$ cat src/rtl/uart_io_if.sv
// CPU-side bus of the uart_io peripheral: 6502-style address/data with a chip
// select, an access strobe and a read/write line.
interface uart_io_if;
  logic [15:0] a;
  logic        select;
  logic        bus_access_strobe;
  logic        r_w_n;
  logic [7:0]  d_in;
  logic [7:0]  d_out;

  modport master (output a, select, bus_access_strobe, r_w_n, d_in, input d_out);
  modport slave  (input a, select, bus_access_strobe, r_w_n, d_in, output d_out);
endinterface

$ cat src/rtl/uart_io.sv
// Memory-mapped 8N1 UART: data register at BASE_ADDR, status at BASE_ADDR+1,
// independent transmitter and receiver with a single-byte receive holding register.
module uart_io #(
  parameter logic [15:0] BASE_ADDR    = 16'hDF00,
  parameter int          CLKS_PER_BIT = 208
) (
  input  logic      clk,
  input  logic      reset,
  uart_io_if.slave  bus,
  output logic      tx_p,
  input  logic      rx_p
);

  localparam int              CNT_W    = $clog2(CLKS_PER_BIT);
  localparam logic [CNT_W-1:0] BIT_END  = CNT_W'(CLKS_PER_BIT - 1);
  localparam logic [CNT_W-1:0] HALF_END = CNT_W'(CLKS_PER_BIT / 2 - 1);

  typedef enum logic [1:0] {S_IDLE, S_START, S_DATA, S_STOP} state_t;

  state_t           tx_state, tx_state_n, rx_state, rx_state_n;
  logic [CNT_W-1:0] tx_cnt, tx_cnt_n, rx_cnt, rx_cnt_n;
  logic [2:0]       tx_bit, tx_bit_n, rx_bit, rx_bit_n;
  logic [7:0]       tx_sh, tx_sh_n, rx_sh, rx_sh_n;
  logic             tx_n;
  logic             rx_sync_p0, rx_sync_p1, rx_prev_p2;
  logic             rx_ok, rx_bad;
  logic [7:0]       rx_data;
  logic             receiver_full, overrun, framing_err;
  logic             tx_busy;
  logic             data_sel, stat_sel, wr_data, rd_data, rd_stat;
  logic [7:0]       status;

  assign data_sel = bus.select && (bus.a == BASE_ADDR);
  assign stat_sel = bus.select && (bus.a == BASE_ADDR + 16'd1);
  assign wr_data  = data_sel && !bus.r_w_n && bus.bus_access_strobe;
  assign rd_data  = data_sel && bus.r_w_n && bus.bus_access_strobe;
  assign rd_stat  = stat_sel && bus.r_w_n && bus.bus_access_strobe;
  assign tx_busy  = (tx_state != S_IDLE);
  assign status   = {3'b000, ~tx_busy, receiver_full, overrun, framing_err, 1'b0};

  // Transmitter: each state lasts one bit period; tx_p only moves at bit boundaries.
  always_comb begin
    tx_state_n = tx_state;
    tx_cnt_n   = tx_cnt + CNT_W'(1);
    tx_bit_n   = tx_bit;
    tx_sh_n    = tx_sh;
    tx_n       = tx_p;
    unique case (tx_state)
      S_IDLE: begin
        tx_cnt_n = '0;
        if (wr_data) begin
          tx_sh_n    = bus.d_in;
          tx_state_n = S_START;
          tx_n       = 1'b0;
        end
      end
      S_START: if (tx_cnt == BIT_END) begin
        tx_cnt_n   = '0;
        tx_bit_n   = 3'd0;
        tx_state_n = S_DATA;
        tx_n       = tx_sh[0];
      end
      S_DATA: if (tx_cnt == BIT_END) begin
        tx_cnt_n = '0;
        if (tx_bit == 3'd7) begin
          tx_state_n = S_STOP;
          tx_n       = 1'b1;
        end else begin
          tx_bit_n = tx_bit + 3'd1;
          tx_sh_n  = {1'b0, tx_sh[7:1]};
          tx_n     = tx_sh[1];
        end
      end
      S_STOP: if (tx_cnt == BIT_END) begin
        tx_cnt_n   = '0;
        tx_state_n = S_IDLE;
      end
      default: tx_state_n = S_IDLE;
    endcase
  end

  // Receiver: start validated at half a bit, then one sample per bit period.
  always_comb begin
    rx_state_n = rx_state;
    rx_cnt_n   = rx_cnt + CNT_W'(1);
    rx_bit_n   = rx_bit;
    rx_sh_n    = rx_sh;
    rx_ok      = 1'b0;
    rx_bad     = 1'b0;
    unique case (rx_state)
      S_IDLE: begin
        rx_cnt_n = '0;
        if (rx_prev_p2 && !rx_sync_p1) rx_state_n = S_START;
      end
      S_START: if (rx_cnt == HALF_END) begin
        rx_cnt_n   = '0;
        rx_bit_n   = 3'd0;
        rx_state_n = rx_sync_p1 ? S_IDLE : S_DATA;
      end
      S_DATA: if (rx_cnt == BIT_END) begin
        rx_cnt_n = '0;
        rx_sh_n  = {rx_sync_p1, rx_sh[7:1]};
        if (rx_bit == 3'd7) rx_state_n = S_STOP;
        else                rx_bit_n   = rx_bit + 3'd1;
      end
      S_STOP: if (rx_cnt == BIT_END) begin
        rx_cnt_n   = '0;
        rx_state_n = S_IDLE;
        rx_ok      = rx_sync_p1;
        rx_bad     = !rx_sync_p1;
      end
      default: rx_state_n = S_IDLE;
    endcase
  end

  always_ff @(posedge clk) begin
    tx_sh  <= tx_sh_n;
    tx_bit <= tx_bit_n;
    rx_sh  <= rx_sh_n;
    rx_bit <= rx_bit_n;
    if (reset) begin
      tx_state   <= S_IDLE;
      rx_state   <= S_IDLE;
      tx_cnt     <= '0;
      rx_cnt     <= '0;
      tx_p       <= 1'b1;
      rx_sync_p0 <= 1'b1;
      rx_sync_p1 <= 1'b1;
      rx_prev_p2 <= 1'b1;
    end else begin
      tx_state   <= tx_state_n;
      rx_state   <= rx_state_n;
      tx_cnt     <= tx_cnt_n;
      rx_cnt     <= rx_cnt_n;
      tx_p       <= tx_n;
      rx_sync_p0 <= rx_p;
      rx_sync_p1 <= rx_sync_p0;
      rx_prev_p2 <= rx_sync_p1;
    end
  end

  // Register file; a completing byte outranks a same-cycle clearing read.
  always_ff @(posedge clk) begin
    if (reset) begin
      bus.d_out     <= 8'h00;
      rx_data       <= 8'h00;
      receiver_full <= 1'b0;
      overrun       <= 1'b0;
      framing_err   <= 1'b0;
    end else begin
      if (data_sel && bus.r_w_n)      bus.d_out <= rx_data;
      else if (stat_sel && bus.r_w_n) bus.d_out <= status;
      if (rd_data) begin
        receiver_full <= 1'b0;
        overrun       <= 1'b0;
      end
      if (rx_ok) begin
        rx_data       <= rx_sh;
        receiver_full <= 1'b1;
        if (receiver_full && !rd_data) overrun <= 1'b1;
      end
      if (rd_stat) framing_err <= 1'b0;
      if (rx_bad)  framing_err <= 1'b1;
    end
  end

endmodule

$ cat src/flat_wrapper.sv
// flat-port wrapper written by rule: the top's interface ports become plain ports
module uart_io_flat 
#(
  parameter logic [15:0] BASE_ADDR    = 16'hDF00,
  parameter int          CLKS_PER_BIT = 208
)
  (clk, reset, tx_p, rx_p, bus_a, bus_select, bus_bus_access_strobe, bus_r_w_n, bus_d_in, bus_d_out);
  uart_io_if bus_i ();
  input  logic clk;
  input  logic reset;
  output logic tx_p;
  input  logic rx_p;
  input wire logic [$bits(bus_i.a)-1:0] bus_a;
  input wire logic [$bits(bus_i.select)-1:0] bus_select;
  input wire logic [$bits(bus_i.bus_access_strobe)-1:0] bus_bus_access_strobe;
  input wire logic [$bits(bus_i.r_w_n)-1:0] bus_r_w_n;
  input wire logic [$bits(bus_i.d_in)-1:0] bus_d_in;
  output wire logic [$bits(bus_i.d_out)-1:0] bus_d_out;
  assign bus_i.a = bus_a;
  assign bus_i.select = bus_select;
  assign bus_i.bus_access_strobe = bus_bus_access_strobe;
  assign bus_i.r_w_n = bus_r_w_n;
  assign bus_i.d_in = bus_d_in;
  assign bus_d_out = bus_i.d_out;
  uart_io #(.BASE_ADDR(BASE_ADDR), .CLKS_PER_BIT(CLKS_PER_BIT)) u_core (.clk(clk), .reset(reset), .bus(bus_i), .tx_p(tx_p), .rx_p(rx_p));
endmodule
$ cat config.mk
export PLATFORM = sky130hd
export DESIGN_NAME = uart_io_flat
export DESIGN_NICKNAME = d
export VERILOG_FILES = /design/src/rtl/uart_io_if.sv /design/src/rtl/uart_io.sv /design/src/flat_wrapper.sv
export SDC_FILE = /design/constraint.sdc
export NUM_CORES = 1
export LEC_CHECK = 0
export ABC_AREA = 1
export BUFFER_PORTS_ARGS = -buffer_cell sky130_fd_sc_hd__clkbuf_2
export CAP_MARGIN = 20
export CORE_MARGIN = 2
export CORE_UTILIZATION = 55
export CTS_CLUSTER_SIZE = 8
export DETAILED_ROUTE_END_ITERATION = 16
export PLACE_DENSITY = 0.8
export SLEW_MARGIN = 20
export SYNTH_ARGS = -nofsm -noshare
export SYNTH_HDL_FRONTEND = slang
export SYNTH_SLANG_ARGS = --single-unit
export TNS_END_PERCENT = 1
$ cat constraint.sdc
create_clock -name clk -period 5.1 [get_ports clk]
set_clock_uncertainty 0.2 [all_clocks]
set_input_delay 0.255 -clock clk [delete_from_list [all_inputs] [get_ports clk]]
set_output_delay 0.255 -clock clk [all_outputs]
set_load 0.02 [all_outputs]
==> impl_metrics.toml <==
[global_route]
antenna_found_initial = 0
grt_pass1_wl_mm = 9.69
grt_max_degree = 20
grt_overflow_total = 0
grt_pass1_vias = 2305
grt.total_usage_pct = 20.5

[sta]
relSlewSlack_pct = 32.3
setup_viol = 0
post-route-period-util_pct = 49.3
tightestPinTransition_ns = 1.01
hold_viol = 0
clock.fmax_mhz = 397
post-route-min-period_ns = 2.52
rsz0062_at_grt = "false"
finalSetupTns_ns = 0
slew_violations = 0

[critical_path]
startpoint_type = "register"
critPathCaptureType = "register"
reg2reg_from = "u_core.tx_cnt[0]"
critPathSlowestCell = "nor3_1"
critPathKind = "register to register"
arrival_ns = 2.27
reg2reg_slack_ns = 2.58
cp.required_ns = 4.85
cpPeakStageDelay_ns = 0.77
rr_worst_depth = 7
path_cells = "ha_1 > nand3_2 > nor2_4 > nand2_4 > nand2_1 > nand2_1 > nor3_1"
r2r-end = "u_core.tx_sh[7]"
cp_max_fo = 8
crit_path_frequent_cell = "nand2_1"

[cells_and_area]
nFillCells = 472
layout-drive-gt1-share_pct = 17.9
area_delta_synth_final_pct = 18.3
final_util_pct = 67.8
layout.nets = 442
multi_input_area_um2 = 1240
regArea_um2 = 1520
n_antenna_cell = 0

[worst_hold_path]
worstHoldEndpoint = "u_core.tx_sh[3]"
hold_path.class = "primary input to register"
hold_depth = 3
worstHoldStart = "bus_d_in[3]"

[placed_design]
portBuffers = 38
routabilityCongestion = 0.769
hpwl_mm = 3.85

[floorplanning]
design.core.area_um2 = 5140
io_pins = 39
rows = 26
die-area_um2 = 5960
die_h_um = 77.2
die_width_um = 77.2
initial_core_util_pct = 57.3

[synth]
netlist.area_leader.share_pct = 29.2
synth_compound_area_share_pct = 6.24
synth_nets = 390
syn-cell-area_um2 = 2950
synthMuxAreaShare_pct = 0
synth_top_family_by_area = "simple AND/OR/NAND/NOR gates"
synth_cells = 350
synth_xor_area_share_pct = 1.78
yosysSeqAreaShare_pct = 51.7
netlist_top_cells_area = "dfxtp_1 29%, edfxtp_1 22%, nand2_1 8.8%"
synthFlopType = "dfxtp_1"
synth_edf_count = 22
synthAdderAreaFrac_pct = 4.25
synth_top_area_cell = "dfxtp_1"
yosysWarnings = 0
ys_async_sr_fraction_pct = 0
synth_seq_cells = 65
syn-mean-instance-area_um2 = 8.42
synth_cell_type_count = 32
synth-simple-area-share_pct = 30.0

[status]
status = "finished clean"

[clocking]
clkTransAtPathRegs_ns = 0.07
cts_tree = "yes"
hold_buffers = 7
cts_buffers = 9
clk_latency_ns = 0.33
h-tree-depth = 3
post-cts-setup-buffers = 0
clock-sinks = 65
cts-root-buf = "clkbuf_8"
cts_resized = 0
max-clock-path-buffers = 2

[detailed_routing]
antenna_left = 0
wire_per_inst_um = 11.3
wirelength_mm = 5.37
drc = 0
vias = 2382
drtPass1Iterations = 5
via_per_inst = 4.99
first_iter_violations = 66

[run]
cap_violations = 0

[pwr]
power_mw = 1.28
p_per_area_nw_per_um2 = 366
leakage_nw = 1.49
vdd_drop_max_mv = 0.238
==> routing by layer <==
layer	wire length, µm	vias up	global-route usage, %
met3	170	4	6.00
met5	0	-	0
li1	-	1259	-
met2	2780	31	35.5
met4	58	0	8.57
met1	2370	1088	23.5
==> cell usage in the layout, fill, tap and decap left out, drive strengths merged <==
cell / count
or2: 4
ha: 10
and2: 2
clkbuf: 51
a21oi: 14
nand4: 13
nand2: 72
o21bai: 1
dlygate4sd3: 7
nor3b: 2
xor2: 5
dfxtp: 43
edfxtp: 22
inv: 42
xnor2: 1
o22ai: 2
nor2: 57
nand3: 21
clkinv: 4
o21ai: 15
and3: 3
nor3: 14
a211oi: 1
a22oi: 1
==> worst max-delay path by stage <==
stage,start,to,slack [ns],cells after the start
final,u_core.tx_cnt[0],u_core.tx_sh[7],2.58,7
after global placement,u_core.tx_cnt[0],u_core.tx_sh[7],2.69,7
after floorplan,u_core.tx_cnt[0],u_core.tx_sh[0],2.87,7
after CTS,u_core.tx_cnt[0],u_core.tx_sh[4],2.57,7
after global routing,u_core.tx_cnt[0],u_core.tx_sh[2],2.39,7
after detailed placement,u_core.tx_cnt[0],u_core.tx_sh[7],2.59,7
==> logic make-up after synthesis <==
group                    count (synthesis)
adder cells (fa/ha/maj)                 10
XOR/XNOR                                 6
flip-flops                              65
buffers and inverters                   47
AO/OA/AOI/OAI                           34
AND/OR/NAND/NOR                        188
==> layout make-up <==
class | instances | area share, %
Clock buffer | 13 | 5.46
Clock inverter | 3 | 0.503
Inverter | 43 | 4.63
Multi-Input combinational cell | 238 | 35.7
Sequential cell | 65 | 43.7
Tap cell | 70 | 2.51
Timing Repair Buffer | 45 | 7.47
==> synthesized netlist by cell type, types with 3 or more instances <==
| master | n |
|---|---|
| nor3_1 | 13 |
| a21oi_1 | 13 |
| xor2_1 | 5 |
| clkinv_1 | 3 |
| nor2_1 | 53 |
| nand3_1 | 17 |
| dfxtp_1 | 43 |
| ha_1 | 10 |
| and3_1 | 3 |
| nand2_1 | 69 |
| nand4_1 | 13 |
| o21ai_0 | 15 |
| inv_1 | 40 |
| edfxtp_1 | 22 |
| or2_2 | 4 |
| nand3_2 | 4 |
==> worst max-delay path, delay by kind of cell, from the launching register on <==
| family | cells | cell delay [ns] |
|---|---|---|
| and+or+nand+nor | 6 | 1.36 |
| DFF | 1 | 0.36 |
| adders and majority gates | 1 | 0.21 |
==> where the power goes <==
part	leakage, nW	switching, mW	internal (mW)	total (mW)
sequential	0.542	0.0180	0.589	0.607
clock	0.111	0.184	0.246	0.430
combinational	0.838	0.157	0.0819	0.239
total	1.49	0.360	0.917	1.28
==> flip-flops by register name (all words and copies together) (netlist names), named ones only <==
| signal | flops |
|---|---|
| u_core.bus.d_out | 8 |
| u_core.rx_sync_p0 | 1 |
| u_core.tx_bit | 3 |
| u_core.tx_cnt | 8 |
| u_core.rx_prev_p2 | 1 |
| u_core.receiver_full | 1 |
| u_core.framing_err | 1 |
| u_core.overrun | 1 |
| u_core.rx_data | 8 |
| u_core.rx_state | 1 |
| u_core.tx_state | 2 |
| u_core.rx_cnt | 8 |
| u_core.rx_sh | 8 |
| u_core.tx_sh | 8 |
| u_core.tx_p | 1 |
| u_core.rx_sync_p1 | 1 |
| u_core.rx_bit | 3 |
==> stage by stage <==
stage	cell area (µm²)	std cells	setup slack, ns	hold slack (ns)
finish	3480	477	2.58	0.0163
global placement	3210	454	2.69	0.200
floorplan	2950	350	2.87	0.159
global route	3480	477	2.39	0.0197
CTS	3480	477	2.57	0.00372
detailed placement	3210	454	2.59	0.198
(Power assumes the default switching activity.)
